--- src/rtl/bcd_pkg.sv ---
// Shared types and constants for the serial packed-BCD adder sequencer.
package bcd_pkg;

  typedef enum logic [1:0] {
    IDLE = 2'd0,
    ADD  = 2'd1,
    DONE = 2'd2
  } state_t;

  localparam logic [3:0] BCD_MAX = 4'd9;
  localparam logic [3:0] BCD_ADJ = 4'd6;

endpackage

--- src/rtl/bcd_serial_add_ctrl_if.sv ---
// Handshake and operand/result bundle of the serial BCD adder.
// With BCD_SUB_EN defined the bundle also carries the subtract request.
interface bcd_serial_add_ctrl_if #(parameter int DIGITS = 4);
  localparam int W = 4 * DIGITS;

  logic         start;
  logic [W-1:0] a;
  logic [W-1:0] b;
  logic         cin;
`ifdef BCD_SUB_EN
  logic         sub;
`endif
  logic         busy;
  logic         done;
  logic [W-1:0] sum;
  logic         cout;
  logic         err;

  modport master (
`ifdef BCD_SUB_EN
    output sub,
`endif
    output start, a, b, cin,
    input  busy, done, sum, cout, err
  );

  modport slave (
`ifdef BCD_SUB_EN
    input  sub,
`endif
    input  start, a, b, cin,
    output busy, done, sum, cout, err
  );
endinterface

--- src/rtl/bcd_digit_add.sv ---
// Combinational single-digit BCD adder; non-BCD inputs use the same +6 rule.
module bcd_digit_add
  import bcd_pkg::*;
(
  input  logic [3:0] a,
  input  logic [3:0] b,
  input  logic       cin,
  output logic [3:0] s,
  output logic       cout
);

  logic [4:0] t;

  always_comb begin
    t = {1'b0, a} + {1'b0, b} + {4'b0000, cin};
    if (t > {1'b0, BCD_MAX}) begin
      s    = t[3:0] + BCD_ADJ;
      cout = 1'b1;
    end else begin
      s    = t[3:0];
      cout = 1'b0;
    end
  end

endmodule

--- src/rtl/bcd_serial_add_ctrl.sv ---
// Digit-serial packed-BCD adder sequencer, LSD first, one digit per clock.
// Optional macro BCD_SUB_EN adds nine's-complement subtraction (sub input).
module bcd_serial_add_ctrl
  import bcd_pkg::*;
#(
  parameter int DIGITS = 4
) (
  input  logic                        clk,
  input  logic                        rst,
  bcd_serial_add_ctrl_if.slave        bus
);

  localparam int W     = 4 * DIGITS;
  localparam int IDX_W = (DIGITS > 1) ? $clog2(DIGITS) : 1;

  state_t             state;
  state_t             state_nxt;
  logic [W-1:0]       a_q;
  logic [W-1:0]       b_q;
  logic [W-1:0]       sr;
  logic [IDX_W-1:0]   idx;
  logic               carry;
  logic               busy_q;
  logic               done_q;
  logic [W-1:0]       sum_q;
  logic               cout_q;
  logic               err_q;
  logic [3:0]         ad;
  logic [3:0]         bd;
  logic [3:0]         bd_eff;
  logic [3:0]         dsum;
  logic               dcout;
  logic               last;
  logic               bad_digit;
`ifdef BCD_SUB_EN
  logic               sub_q;
`endif

  always_comb begin
    ad        = a_q[4*idx +: 4];
    bd        = b_q[4*idx +: 4];
`ifdef BCD_SUB_EN
    bd_eff    = sub_q ? (BCD_MAX - bd) : bd;
`else
    bd_eff    = bd;
`endif
    bad_digit = (ad > BCD_MAX) || (bd > BCD_MAX);
    last      = (idx == IDX_W'(DIGITS - 1));
  end

  bcd_digit_add u_digit (
    .a    (ad),
    .b    (bd_eff),
    .cin  (carry),
    .s    (dsum),
    .cout (dcout)
  );

  always_ff @(posedge clk) begin
    if (rst) state <= IDLE;
    else     state <= state_nxt;
  end

  always_comb begin
    state_nxt = state;
    case (state)
      IDLE:    if (bus.start) state_nxt = ADD;
      ADD:     if (last)      state_nxt = DONE;
      DONE:                   state_nxt = IDLE;
      default:                state_nxt = IDLE;
    endcase
  end

  // Control and visible result registers; sum/cout only move on completion.
  always_ff @(posedge clk) begin
    if (rst) begin
      busy_q <= 1'b0;
      done_q <= 1'b0;
      sum_q  <= '0;
      cout_q <= 1'b0;
      err_q  <= 1'b0;
      carry  <= 1'b0;
      idx    <= '0;
    end else begin
      done_q <= 1'b0;
      case (state)
        IDLE: begin
          if (bus.start) begin
            idx    <= '0;
            err_q  <= 1'b0;
            busy_q <= 1'b1;
`ifdef BCD_SUB_EN
            carry  <= bus.sub ? 1'b1 : bus.cin;
`else
            carry  <= bus.cin;
`endif
          end
        end
        ADD: begin
          carry <= dcout;
          err_q <= err_q | bad_digit;
          idx   <= last ? '0 : idx + 1'b1;
          if (last) busy_q <= 1'b0;
        end
        DONE: begin
          done_q <= 1'b1;
          sum_q  <= sr;
          cout_q <= carry;
        end
        default: ;
      endcase
    end
  end

  // Operand latches and internal shift register carry data only.
  always_ff @(posedge clk) begin
    if (state == IDLE && bus.start) begin
      a_q   <= bus.a;
      b_q   <= bus.b;
`ifdef BCD_SUB_EN
      sub_q <= bus.sub;
`endif
    end
    if (state == ADD)
      sr <= (sr >> 4) | (W'(dsum) << (W - 4));
  end

  assign bus.busy = busy_q;
  assign bus.done = done_q;
  assign bus.sum  = sum_q;
  assign bus.cout = cout_q;
  assign bus.err  = err_q;

endmodule

--- src/flat_wrapper.sv ---
// flat-port wrapper written by rule: the top's interface ports become plain ports
module bcd_serial_add_ctrl_flat import bcd_pkg::*;
#(
  parameter int DIGITS = 4
)
  (clk, rst, bus_start, bus_a, bus_b, bus_cin, bus_busy, bus_done, bus_sum, bus_cout, bus_err);
  bcd_serial_add_ctrl_if #(.DIGITS(DIGITS)) bus_i ();
  input  logic clk;
  input  logic rst;
  input wire logic [$bits(bus_i.start)-1:0] bus_start;
  input wire logic [$bits(bus_i.a)-1:0] bus_a;
  input wire logic [$bits(bus_i.b)-1:0] bus_b;
  input wire logic [$bits(bus_i.cin)-1:0] bus_cin;
  output wire logic [$bits(bus_i.busy)-1:0] bus_busy;
  output wire logic [$bits(bus_i.done)-1:0] bus_done;
  output wire logic [$bits(bus_i.sum)-1:0] bus_sum;
  output wire logic [$bits(bus_i.cout)-1:0] bus_cout;
  output wire logic [$bits(bus_i.err)-1:0] bus_err;
  assign bus_i.start = bus_start;
  assign bus_i.a = bus_a;
  assign bus_i.b = bus_b;
  assign bus_i.cin = bus_cin;
  assign bus_busy = bus_i.busy;
  assign bus_done = bus_i.done;
  assign bus_sum = bus_i.sum;
  assign bus_cout = bus_i.cout;
  assign bus_err = bus_i.err;
  bcd_serial_add_ctrl #(.DIGITS(DIGITS)) u_core (.clk(clk), .rst(rst), .bus(bus_i));
endmodule
--- config.mk ---
export PLATFORM = sky130hd
export DESIGN_NAME = bcd_serial_add_ctrl_flat
export DESIGN_NICKNAME = d
export VERILOG_FILES = /design/src/rtl/bcd_pkg.sv /design/src/rtl/bcd_serial_add_ctrl_if.sv /design/src/rtl/bcd_digit_add.sv /design/src/rtl/bcd_serial_add_ctrl.sv /design/src/flat_wrapper.sv
export SDC_FILE = /design/constraint.sdc
export NUM_CORES = 1
export LEC_CHECK = 0
export CORE_MARGIN = 1.5
export CORE_UTILIZATION = 25
export DETAILED_ROUTE_END_ITERATION = 8
export HOLD_SLACK_MARGIN = 0.1
export PLACE_DENSITY = 0.42
export REMOVE_ABC_BUFFERS = 1
export SLEW_MARGIN = 0
export SYNTH_ARGS = -nofsm -noshare
export SYNTH_HDL_FRONTEND = slang
export SYNTH_SLANG_ARGS = --single-unit
--- constraint.sdc ---
create_clock -name clk -period 4.7 [get_ports clk]
set_clock_uncertainty 0.05 [all_clocks]
set_input_delay 0.94 -clock clk [delete_from_list [all_inputs] [get_ports clk]]
set_output_delay 0.94 -clock clk [all_outputs]
set_load 0.02 [all_outputs]
== Word-level counts from Yosys, hierarchy flattened ==
Cells that the tools add are included.
Storage, ports and cells
  flip-flop bits (word level): 73
  input port bits: 36
  output and inout port bits: 20
  logic and storage cells: 50
Cells by class
  $add $sub $neg: 4
  order comparisons: 3
  equal/unequal tests: 5
  shift operators: 2
  muxes and demuxes: 16
  bitwise logic cells: 2
  reduce and logical (&&, ||, !) cells: 7
Operator list (number)
  variable part select 16 x 5 -> 4 bit: 2
  OR 12 x 16 -> 16 bit: 1
  greater-than comparator 4 bit, second input constant: 2
  two-way mux 2 bit: 4
  case mux 2 bit (2 select lines): 2
  two-way mux 1 bit: 6
  case mux 1 bit (2 select lines): 3
  adder 4 x 4 -> 5 bit: 1
  adder 5 x 1 -> 5 bit: 1
  greater-than comparator 5 x 4 -> 1 bit, second input constant: 1
  adder 4 x 3 -> 4 bit, second input constant: 1
  == test 2 bit, second input constant: 2
  two-way mux 4 bit: 1
  AND reduction 2 bit: 2
  AND reduction 3 bit: 1
  adder 2 x 1 -> 2 bit, second input constant: 1
  == test 2 x 1 -> 1 bit, second input constant: 1
  logical NOT 2 bit: 1
  != test 2 x 1 -> 1 bit, second input constant: 1
  != test 2 bit, second input constant: 1
  nonzero test 2 bit: 1
  logical AND 1 bit: 1
  logical OR 1 bit: 1
  OR 1 bit: 1

== Logic depth before layout (Yosys ltp) ==
Gate-level depths: netlist (run 1).
  depth in word-level cells: 6
  mapped depth: 10
  depth with buffers taken out: 9

== Modules after synthesis ==
From an unflattened synthesis (run 1), not the netlist that was laid out.
Second synthesis, totals
  cell total of the unflattened synthesis: 194
  area, all modules: 2750.1 um2
Modules (own cells, without submodules)
  bcd_serial_add_ctrl: times used 1, cells an instance 172, area an instance 2538.7 um2, sequential area each 1941.9 um2
  bcd_digit_add: times used 1, cells an instance 22, area an instance 211.5 um2, sequential area each 0.0 um2

== Worst setup path before layout (run 1) ==
OpenSTA, ideal clock, no wires.
  path type: register -> register
  from: register u_core.idx[0]
  to: register u_core.sr[15] (data pin)
  arrival time: 2.949 ns
  data required time: 4.386 ns
  slack: 1.437 ns
  stages on the path, launching flop included: 11
  buffers on the path: 1
  period minus slack after synthesis: 3.263 ns
  cells stage by stage: dfxtp_1 > buf_6 > mux4_2 > fa_1 > fa_1 > xnor2_1 > ha_1 > nor2b_1 > a31o_2 > a2111oi_2 > nor2b_1
On the way
  cells in the longest elaborated chain, start to end: 6
RTL lines
  from (decl): RTL line bcd_serial_add_ctrl.sv:21  | logic [IDX_W-1:0] idx;
  from (signal assigned): RTL line bcd_serial_add_ctrl.sv:102  | idx <= last ? '0 : idx + 1'b1;
  variable part select 16 x 5 -> 4 bit, on equally long branches: RTL line bcd_serial_add_ctrl.sv:40, bcd_serial_add_ctrl.sv:41
  adder 4 x 4 -> 5 bit (*): RTL line bcd_digit_add.sv:15  | t = {1'b0, a} + {1'b0, b} + {4'b0000, cin};
  adder 5 x 1 -> 5 bit (*): RTL line bcd_digit_add.sv:15
  adder 4 x 3 -> 4 bit or greater-than comparator 5 x 4 -> 1 bit (tied branches): RTL line bcd_digit_add.sv:17, bcd_digit_add.sv:16
  two-way mux 4 bit (*): RTL line bcd_digit_add.sv:16  | if (t > {1'b0, BCD_MAX}) begin
  net u_core.dsum[3]: RTL line bcd_serial_add_ctrl.sv:31  | logic [3:0] dsum;
  OR 12 x 16 -> 16 bit (*): RTL line bcd_serial_add_ctrl.sv:125  | sr <= (sr >> 4) | (W'(dsum) << (W - 4));
  to (signal assigned): RTL line bcd_serial_add_ctrl.sv:125
  to (decl): RTL line bcd_serial_add_ctrl.sv:20  | logic [W-1:0] sr;
Mark *: on every way through the listed nets, which the timed path passes. The rest lies on a longest branch.
A chain may end at the register's enable or synchronous reset.

== Final worst setup path (run 1) ==
Same ends and word-level chain as after synthesis.

==> out/qor.yml, run 1 <==
synth_edf_count: 48
ys_ff_latch: 73
dpl-instance-area_mm2: 0.00348
synth_flop_cell: "edfxtp_1"
initial_core_util: 0.256
core_area_mm2: 0.0108
p_total_mw: 1.55
slowest_stage: "mux4_2"
cts.path.max_buffers: 2
nets: 299
grt-ovfl-total: 0
relSlewSlack: 0.489
synth_area_mm2: 0.00278
drtIter0Drc: 29
routed_wl_mm: 5.10
hold_viol_final: 0
clk_latency_ns: 0.34
p_leak_nw: 1.26
worstPathRequired_ns: 4.73
drv_slew: 0
layout-drive-gt1-share: 0.130
route.detailed.wl_per_inst_um: 12.7
clkTransAtPathRegs_ns: 0.08
place_congestion: 0.719
ir_worst_vdd_mv: 0.156
die_h_um: 108
worst-path-buf-inv: 1
grt_pass1_wl_mm: 8.38
max_cap_viol_count: 0
die_x_um: 108
timing.final.crit_share: 0.729
synth_cell_types: 33
report.final.setup_viol: 0
htree_levels: 3
final_cell_mix: "clkdlybuf4s50_1, edfxtp_1, nand2_1"
fmax_ghz: 0.292
fin_crit_ns: 3.43
rsz0062_at_grt: "false"
finish.utilization: 0.345
io_buffers: 55
cp-start-kind: "register"
syn_avg_cell_area_um2: 14.2
cts_hold_buf: 0
grt_max_degree: 35
ant_nets: 0
critPathKind: "reg -> reg"
grt_use_total: 0.0945
io_pins: 56
cp_cell_sequence: "buf_4 > mux4_2 > fa_1 > fa_1 > xnor2_1 > ha_1 > nor2b_1 > a31o_2 > a2111oi_2 > nor2b_1"
drt_first_pass_iters: 3
tns_ns: 0
area_growth_pct: 34.5
worst_slew_pin_slew_ns: 0.765
antenna_found_initial: 0
rows: 38
status: "finished, final reports clean"
design_area_mm2: 0.00374
syn_inst: 196
vias: 1676
cpLargestDelayFamily: "adder cells"
cts_setup_buffers: 0
cp-end-kind: "register"
holdCritPathClass: "reg -> reg"
async_reset_ff_frac: 0
n_antenna_cell: 0
final_common_cell: "clkdlybuf4s50_1"
viasPerCell: 4.18
fin_ws_ns: 1.27
cts_tree: "built"
cp_max_fo: 11
pre_cts_ws_ns: 1.24
clock-sinks: 73
yosysWarnings: 0
slowest_delay_ns: 0.54
yosysSeqAreaShare: 0.698
dp_hpwl_mm: 3.39
die_area_mm2: 0.0118
grt_pass1_vias: 1689
drc_errors: 0
cts-root-buf: "clkbuf_8"
powerDensity_mw_per_mm2: 416
post_cts_resized: 0
arrival_ns: 3.46
numCtsBuffers: 9
-- where the power goes --
| part | leakage, nW | switching [mW] | internal [mW] |
|---|---|---|---|
| Combinational | 0.468 | 0.0951 | 0.0978 |
| Sequential | 0.659 | 0.0163 | 0.738 |
| Clock | 0.131 | 0.232 | 0.375 |
-- Yosys cell counts, drive strengths merged (2+ instances only) --
cell type  number  area (um2)
clkbuf          4        16.3
nand2b          3        18.8
xnor2           2        17.5
inv             4        15.0
nor3            2        10.0
nor2b           3        18.8
ha              5        62.6
nor2            5        18.8
dfxtp          25         500
buf             5        28.8
mux4            8         180
nand3           2        10.0
nand2          39         146
fa              2        40.0
a21oi          25         133
o21ai           3        15.0
edfxtp         48        1440
-- layer usage --
| metal | vias up | wire length (um) | GRT usage |
|---|---|---|---|
| li1 | 829 | - | - |
| met1 | 790 | 2350 | 0.118 |
| met2 | 50 | 2360 | 0.148 |
| met3 | 7 | 327 | 0.0374 |
| met4 | 0 | 61 | 0.0338 |
| met5 | - | 0 | 0 |
-- sequential cells by signal, indices dropped and copies added (netlist names) --
name,count
u_core.a_q,16
u_core.b_q,16
u_core.bus.busy,1
u_core.bus.cout,1
u_core.bus.done,1
u_core.bus.err,1
u_core.bus.sum,16
u_core.carry,1
u_core.idx,2
u_core.sr,16
u_core.state,2
-- final timing paths --
check,cells after the start,slack [ns],end,startpoint
min,0,0.40,u_core.sr[11],u_core.sr[15]
max,10,1.27,u_core.sr[15],u_core.idx[0]
max reg2reg,10,1.27,u_core.sr[15],u_core.idx[0]
min reg2reg,0,0.40,u_core.sr[11],u_core.sr[15]
-- final cells by class --
class | instances | area [um2]
Fill cell | 1105 | 7100
Sequential cell | 73 | 1940
Multi-Input combinational cell | 110 | 778
Timing Repair Buffer | 58 | 573
Clock buffer | 13 | 190
Tap cell | 140 | 175
Clock inverter | 3 | 66.3
Inverter | 4 | 15.0
-- worst reg2reg max path, cell delays in order, from the launching register on --
cell and delay, ns:
dfxtp_1 0.31, buf_4 0.22, mux4_2 0.54, fa_1 0.44, fa_1 0.42, xnor2_1 0.18
ha_1 0.25, nor2b_1 0.14, a31o_2 0.25, a2111oi_2 0.30, nor2b_1 0.08
-- through the flow --
step,instances,hold slack [ns]
final,401,0.400
after floorplan,187,0.376
after CTS,401,0.400
after detailed placement,385,0.384
after global placement,385,0.381
after global routing,401,0.405
-- logic make-up after synthesis --
group | after synthesis | synth area share
muxes | 9 | 0.0684
AOI/OAI and AO/OA | 37 | 0.0860
and+or+nand+nor | 55 | 0.0824
adders and majority gates | 7 | 0.0369
buffers and inverters | 13 | 0.0216
xor gates and xnor gates | 2 | 0.00630
DFF | 73 | 0.698
(Power assumes the default switching activity.)
==> run 2, diff against run 1 <==
PLACE_DENSITY = 0.43   (was 0.42)
clock period = 3 ns   (was 4.7 ns; I/O delays follow)
==> out/qor.yml, run 2 (synthesized netlist as in run 1, its figures left out) <==
status: "finished with violations"
violations: "setup timing"
rows: 38  # unchanged
layout-drive-gt1-share: 0.185  # +0.0542
route.detailed.wl_per_inst_um: 12.9  # +1.6%
path_common_cell: "fa_2"
cp_cell_sequence: "mux4_2 > fa_2 > fa_2 > xnor2_4 > ha_4 > nor2b_4 > a31o_4 > o31ai_4 > mux2i_1"
worst_slew_pin_slew_ns: 0.776  # +0.0109 ns
cts_tree: "built"
powerDensity_mw_per_mm2: 593  # +43%
drc_errors: 0  # unchanged
cts_hold_buf: 0  # unchanged
fillers: 1086  # -1.7%
place_congestion: 0.722  # +0.35%
htree_levels: 3  # unchanged
arrival_ns: 3.16  # -0.30 ns
ir_worst_vdd_mv: 0.240  # +54%
clkTransAtPathRegs_ns: 0.07  # about the same
clk_latency_ns: 0.34  # about the same
slowest_delay_ns: 0.51  # -0.03 ns
cp-start-kind: "register"
fmax_ghz: 0.331  # +13%
timing.rr.start: "u_core.idx[0]"
grt_pass1_vias: 1813  # +7.3%
viasPerCell: 4.15  # -0.74%
max_cap_viol_count: 0  # unchanged
fin_ws_ns: -0.0184  # -1.29 ns
p_leak_nw: 1.28  # +2.0%
grt_pass1_wl_mm: 8.59  # +2.6%
hold_viol_final: 0  # unchanged
nets: 310  # +3.7%
timing.final.crit_share: 1.01  # +0.277
cp_max_fo: 4  # -7
clock-sinks: 73  # unchanged
final_common_cell: "clkdlybuf4s50_1"
die_area_mm2: 0.0118  # unchanged
numCtsBuffers: 9  # unchanged
antenna_found_initial: 0  # unchanged
initial_core_util: 0.256  # unchanged
worstPathRequired_ns: 3.14  # -1.59 ns
critPathKind: "reg -> reg"
slowest_stage: "mux4_2"
pre_cts_ws_ns: -0.287  # -1.53 ns
ant_nets: 0  # unchanged
report.final.setup_viol: 2  # +2
final_cell_mix: "clkdlybuf4s50_1, edfxtp_1, nand2_1"
holdCritPathClass: "reg -> reg"
drv_slew: 0  # unchanged
n_antenna_cell: 0  # unchanged
core_area_mm2: 0.0108  # unchanged
cp-end-kind: "register"
r2r_end: "u_core.sr[14]"
io_pins: 56  # unchanged
grt-ovfl-total: 0  # unchanged
cpLargestDelayFamily: "adder cells"
worst-path-buf-inv: 0  # -1
drt_first_pass_iters: 4  # +1
routed_wl_mm: 5.31  # +4.1%
cts-root-buf: "clkbuf_8"
p_total_mw: 2.25  # +45%
grt_max_degree: 34  # -2.9%
rsz0062_at_grt: "true"
r2r_slack_ns: -0.02  # -1.29 ns
io_buffers: 55  # unchanged
area_growth_pct: 36.5
hp-start: "u_core.sr[14]"
vias: 1705  # +1.7%
grt_use_total: 0.0975  # +0.00304
holdPathStages: 0  # unchanged
dp_hpwl_mm: 3.64  # +7.3%
die_x_um: 108  # unchanged
drtIter0Drc: 80  # +180%
relSlewSlack: 0.482  # -0.00725
die_h_um: 108  # unchanged
rr_worst_depth: 9  # -1
fin_crit_ns: 3.02  # -0.407 ns
min_to: "u_core.sr[10]"
cts.path.max_buffers: 2  # unchanged
## run 2: worst max-delay path by stage
stage	from	end	slack (ns)	cells after the start
after global routing	u_core.idx[0]	u_core.sr[14]	-0.12	9
after CTS	u_core.idx[0]	u_core.sr[15]	-0.06	9
final	u_core.idx[0]	u_core.sr[14]	-0.02	9
after detailed placement	u_core.idx[0]	u_core.sr[15]	-0.29	9
after global placement	u_core.idx[0]	u_core.sr[15]	-0.22	9
after floorplan	u_core.idx[0]	u_core.sr[15]	-0.46	9
## run 2: layer usage
metal	part of all wire	wire length, um	GRT usage	up-vias
met5	0	0	0	-
met4	0.014	75	0.0423	0
met3	0.060	316	0.0362	9
met2	0.49	2600	0.160	52
met1	0.44	2320	0.114	795
li1	-	-	-	849
## run 2: layout make-up
| class | count | area [um2] | area share |
|---|---|---|---|
| Tap cell | 140 | 175 | 0.0461 |
| Sequential cell | 73 | 1950 | 0.513 |
| Timing Repair Buffer | 69 | 656 | 0.173 |
| Inverter | 4 | 15.0 | 0.00396 |
| Clock buffer | 11 | 141 | 0.0372 |
| Clock inverter | 4 | 20.0 | 0.00527 |
| Multi-Input combinational cell | 110 | 843 | 0.222 |
## run 2: timing repair
action	in CTS	in global routing
gates resized for setup	9	4
pin swaps	2	1
endpoints found under the setup margin	4	3
cloned	0	0
buffers inserted	0	2
## run 2: where the power goes
group          total, mW  internal (mW)  switching, mW  leakage (nW)
registers           1.18           1.16         0.0258         0.660
clock network      0.649          0.313          0.336        0.0887
logic              0.420          0.233          0.187         0.535
total               2.25           1.70          0.549          1.28
## run 2: stage by stage
stage	setup TNS (ns)	hold WS (ns)	instances	area, um2	utilization
after floorplan	-1.43	0.376	187	2740	-
after global placement	-0.566	0.381	394	3550	0.328
after detailed placement	-0.781	0.385	394	3550	0.328
after CTS	-0.130	0.397	409	3750	0.346
after global routing	-0.320	0.410	411	3800	0.350
final	-0.0235	0.398	411	3800	0.350
## run 2: worst reg2reg max path: stages, from the launching register on
cell     delay (ns)
dfxtp_4        0.37
mux4_2         0.51
fa_2           0.39
fa_2           0.41
xnor2_4        0.16
ha_4           0.17
nor2b_4        0.11
a31o_4         0.23
o31ai_4        0.26
mux2i_1        0.21
==> run 3, diff against run 2 <==
TNS_END_PERCENT = 30   (was not set)
==> out/qor.yml, run 3 (synthesized netlist as in run 1, its figures left out) <==
n_antenna_cell: 0  # unchanged
finish.utilization: 0.346  # -0.00393
die_h_um: 108  # unchanged
violations: "setup timing"
max_cap_viol_count: 0  # unchanged
grt-ovfl-total: 0  # unchanged
die_area_mm2: 0.0118  # unchanged
cp_max_fo: 4  # unchanged
grt_max_degree: 34  # unchanged
antenna_found_initial: 0  # unchanged
worstPathRequired_ns: 3.04  # -0.10 ns
fmax_ghz: 0.328  # -0.87%
rsz0062_at_grt: "true"
holdCritPathClass: "reg -> reg"
drt_first_pass_iters: 4  # unchanged
dp_hpwl_mm: 3.64  # unchanged
critPathKind: "reg -> reg"
die_x_um: 108  # unchanged
drv_slew: 0  # unchanged
clock-sinks: 73  # unchanged
htree_levels: 3  # unchanged
cts_tree: "built"
worst_slew_pin_slew_ns: 0.751  # -0.0250 ns
fillers: 1090  # +0.37%
cts_setup_buffers: 0  # unchanged
initial_core_util: 0.256  # unchanged
fin_ws_ns: -0.0449  # -0.0264 ns
hold_viol_final: 0  # unchanged
place_congestion: 0.722  # unchanged
dp.cells: 394  # unchanged
report.final.setup_viol: 2  # unchanged
tns_ns: -0.0656  # -0.0421 ns
p_total_mw: 2.21  # -1.8%
p_leak_nw: 1.27  # -1.4%
io_buffers: 55  # unchanged
clk_latency_ns: 0.34  # about the same
drtIter0Drc: 84  # +5.0%
area_growth_pct: 35.0
fin_crit_ns: 3.04  # +0.0264 ns
viasPerCell: 4.14  # -0.16%
status: "finished with violations"
routed_wl_mm: 5.28  # -0.55%
numCtsBuffers: 9  # unchanged
io_pins: 56  # unchanged
core_area_mm2: 0.0108  # unchanged
final_common_cell: "clkdlybuf4s50_1"
timing.final.crit_share: 1.01  # +0.00882
grt_pass1_wl_mm: 8.59  # unchanged
grt_pass1_vias: 1813  # unchanged
drc_errors: 0  # unchanged
rows: 38  # unchanged
nets: 308  # -0.65%
cts.path.max_buffers: 2  # unchanged
arrival_ns: 3.08  # -0.08 ns
vias: 1694  # -0.65%
cp-end-kind: "register"
route.detailed.wl_per_inst_um: 12.9  # about the same
final_cells: 409  # -0.49%
relSlewSlack: 0.499  # +0.0167
ir_worst_vdd_mv: 0.239  # -0.63%
pre_cts_ws_ns: -0.287  # unchanged
powerDensity_mw_per_mm2: 589  # -0.68%
grt_use_total: 0.0975  # unchanged
cts-root-buf: "clkbuf_8"
cp-start-kind: "register"
clkTransAtPathRegs_ns: 0.07  # about the same
final_cell_mix: "clkdlybuf4s50_1, edfxtp_1, nand2_1"
layout-drive-gt1-share: 0.175  # -0.00978
ant_nets: 0  # unchanged
==> run 3: area by class of cell <==
class,instances,area (um2),area share
flip-flops and latches,73,1950,0.518
multi-input cells,110,816,0.217
repair buffers,67,641,0.171
well taps,140,175,0.0467
clock buffers,11,141,0.0377
clock inverters,4,20.0,0.00533
inverters,4,15.0,0.00400
==> run 3: power breakdown <==
group | switching [mW] | internal [mW]
clock network | 0.336 | 0.313
registers | 0.0257 | 1.16
logic | 0.176 | 0.205
==> run 3: path summary, 6_finish.rpt <==
kind | startpoint | end | slack, ns | cells after the start
setup / recovery | u_core.idx[0] | u_core.sr[15] | -0.04 | 9
hold / removal | u_core.sr[14] | u_core.sr[10] | 0.40 | 0
setup reg to reg | u_core.idx[0] | u_core.sr[15] | -0.04 | 9
hold reg to reg | u_core.sr[14] | u_core.sr[10] | 0.40 | 0
==> run 3: metal layers <==
metal  vias up  share of wire  global-route usage
met3         8          0.059              0.0362
met1       789           0.43               0.114
li1        844              -                   -
met5         -              0                   0
met2        53           0.49               0.160
met4         0          0.013              0.0423
==> run 3: what timing repair did <==
| item | 4_1_cts | 5_1_grt |
|---|---|---|
| resized for setup | 9 | 0 |
| hold buffers | 0 | 0 |
| endpoints found under the hold margin | 0 | 0 |
| pin swaps | 1 | 0 |
| setup endpoints to repair | 4 | 3 |
==> run 3: metrics by stage <==
| stage | cell area, um2 | hold slack [ns] |
|---|---|---|
| floorplan | 2740 | 0.376 |
| CTS | 3750 | 0.397 |
| detailed placement | 3550 | 0.385 |
| global placement | 3550 | 0.381 |
| finish | 3750 | 0.398 |
| global route | 3750 | 0.410 |
==> run 3: worst max-delay path, stage by stage, from the launching register on <==
cell       delay, ns
dfxtp_4         0.37
mux4_2          0.51
fa_2            0.39
fa_2            0.38
xnor2_2         0.18
ha_4            0.17
nor2b_1         0.12
a31o_2          0.26
a2111oi_4       0.29
nor2b_1         0.07
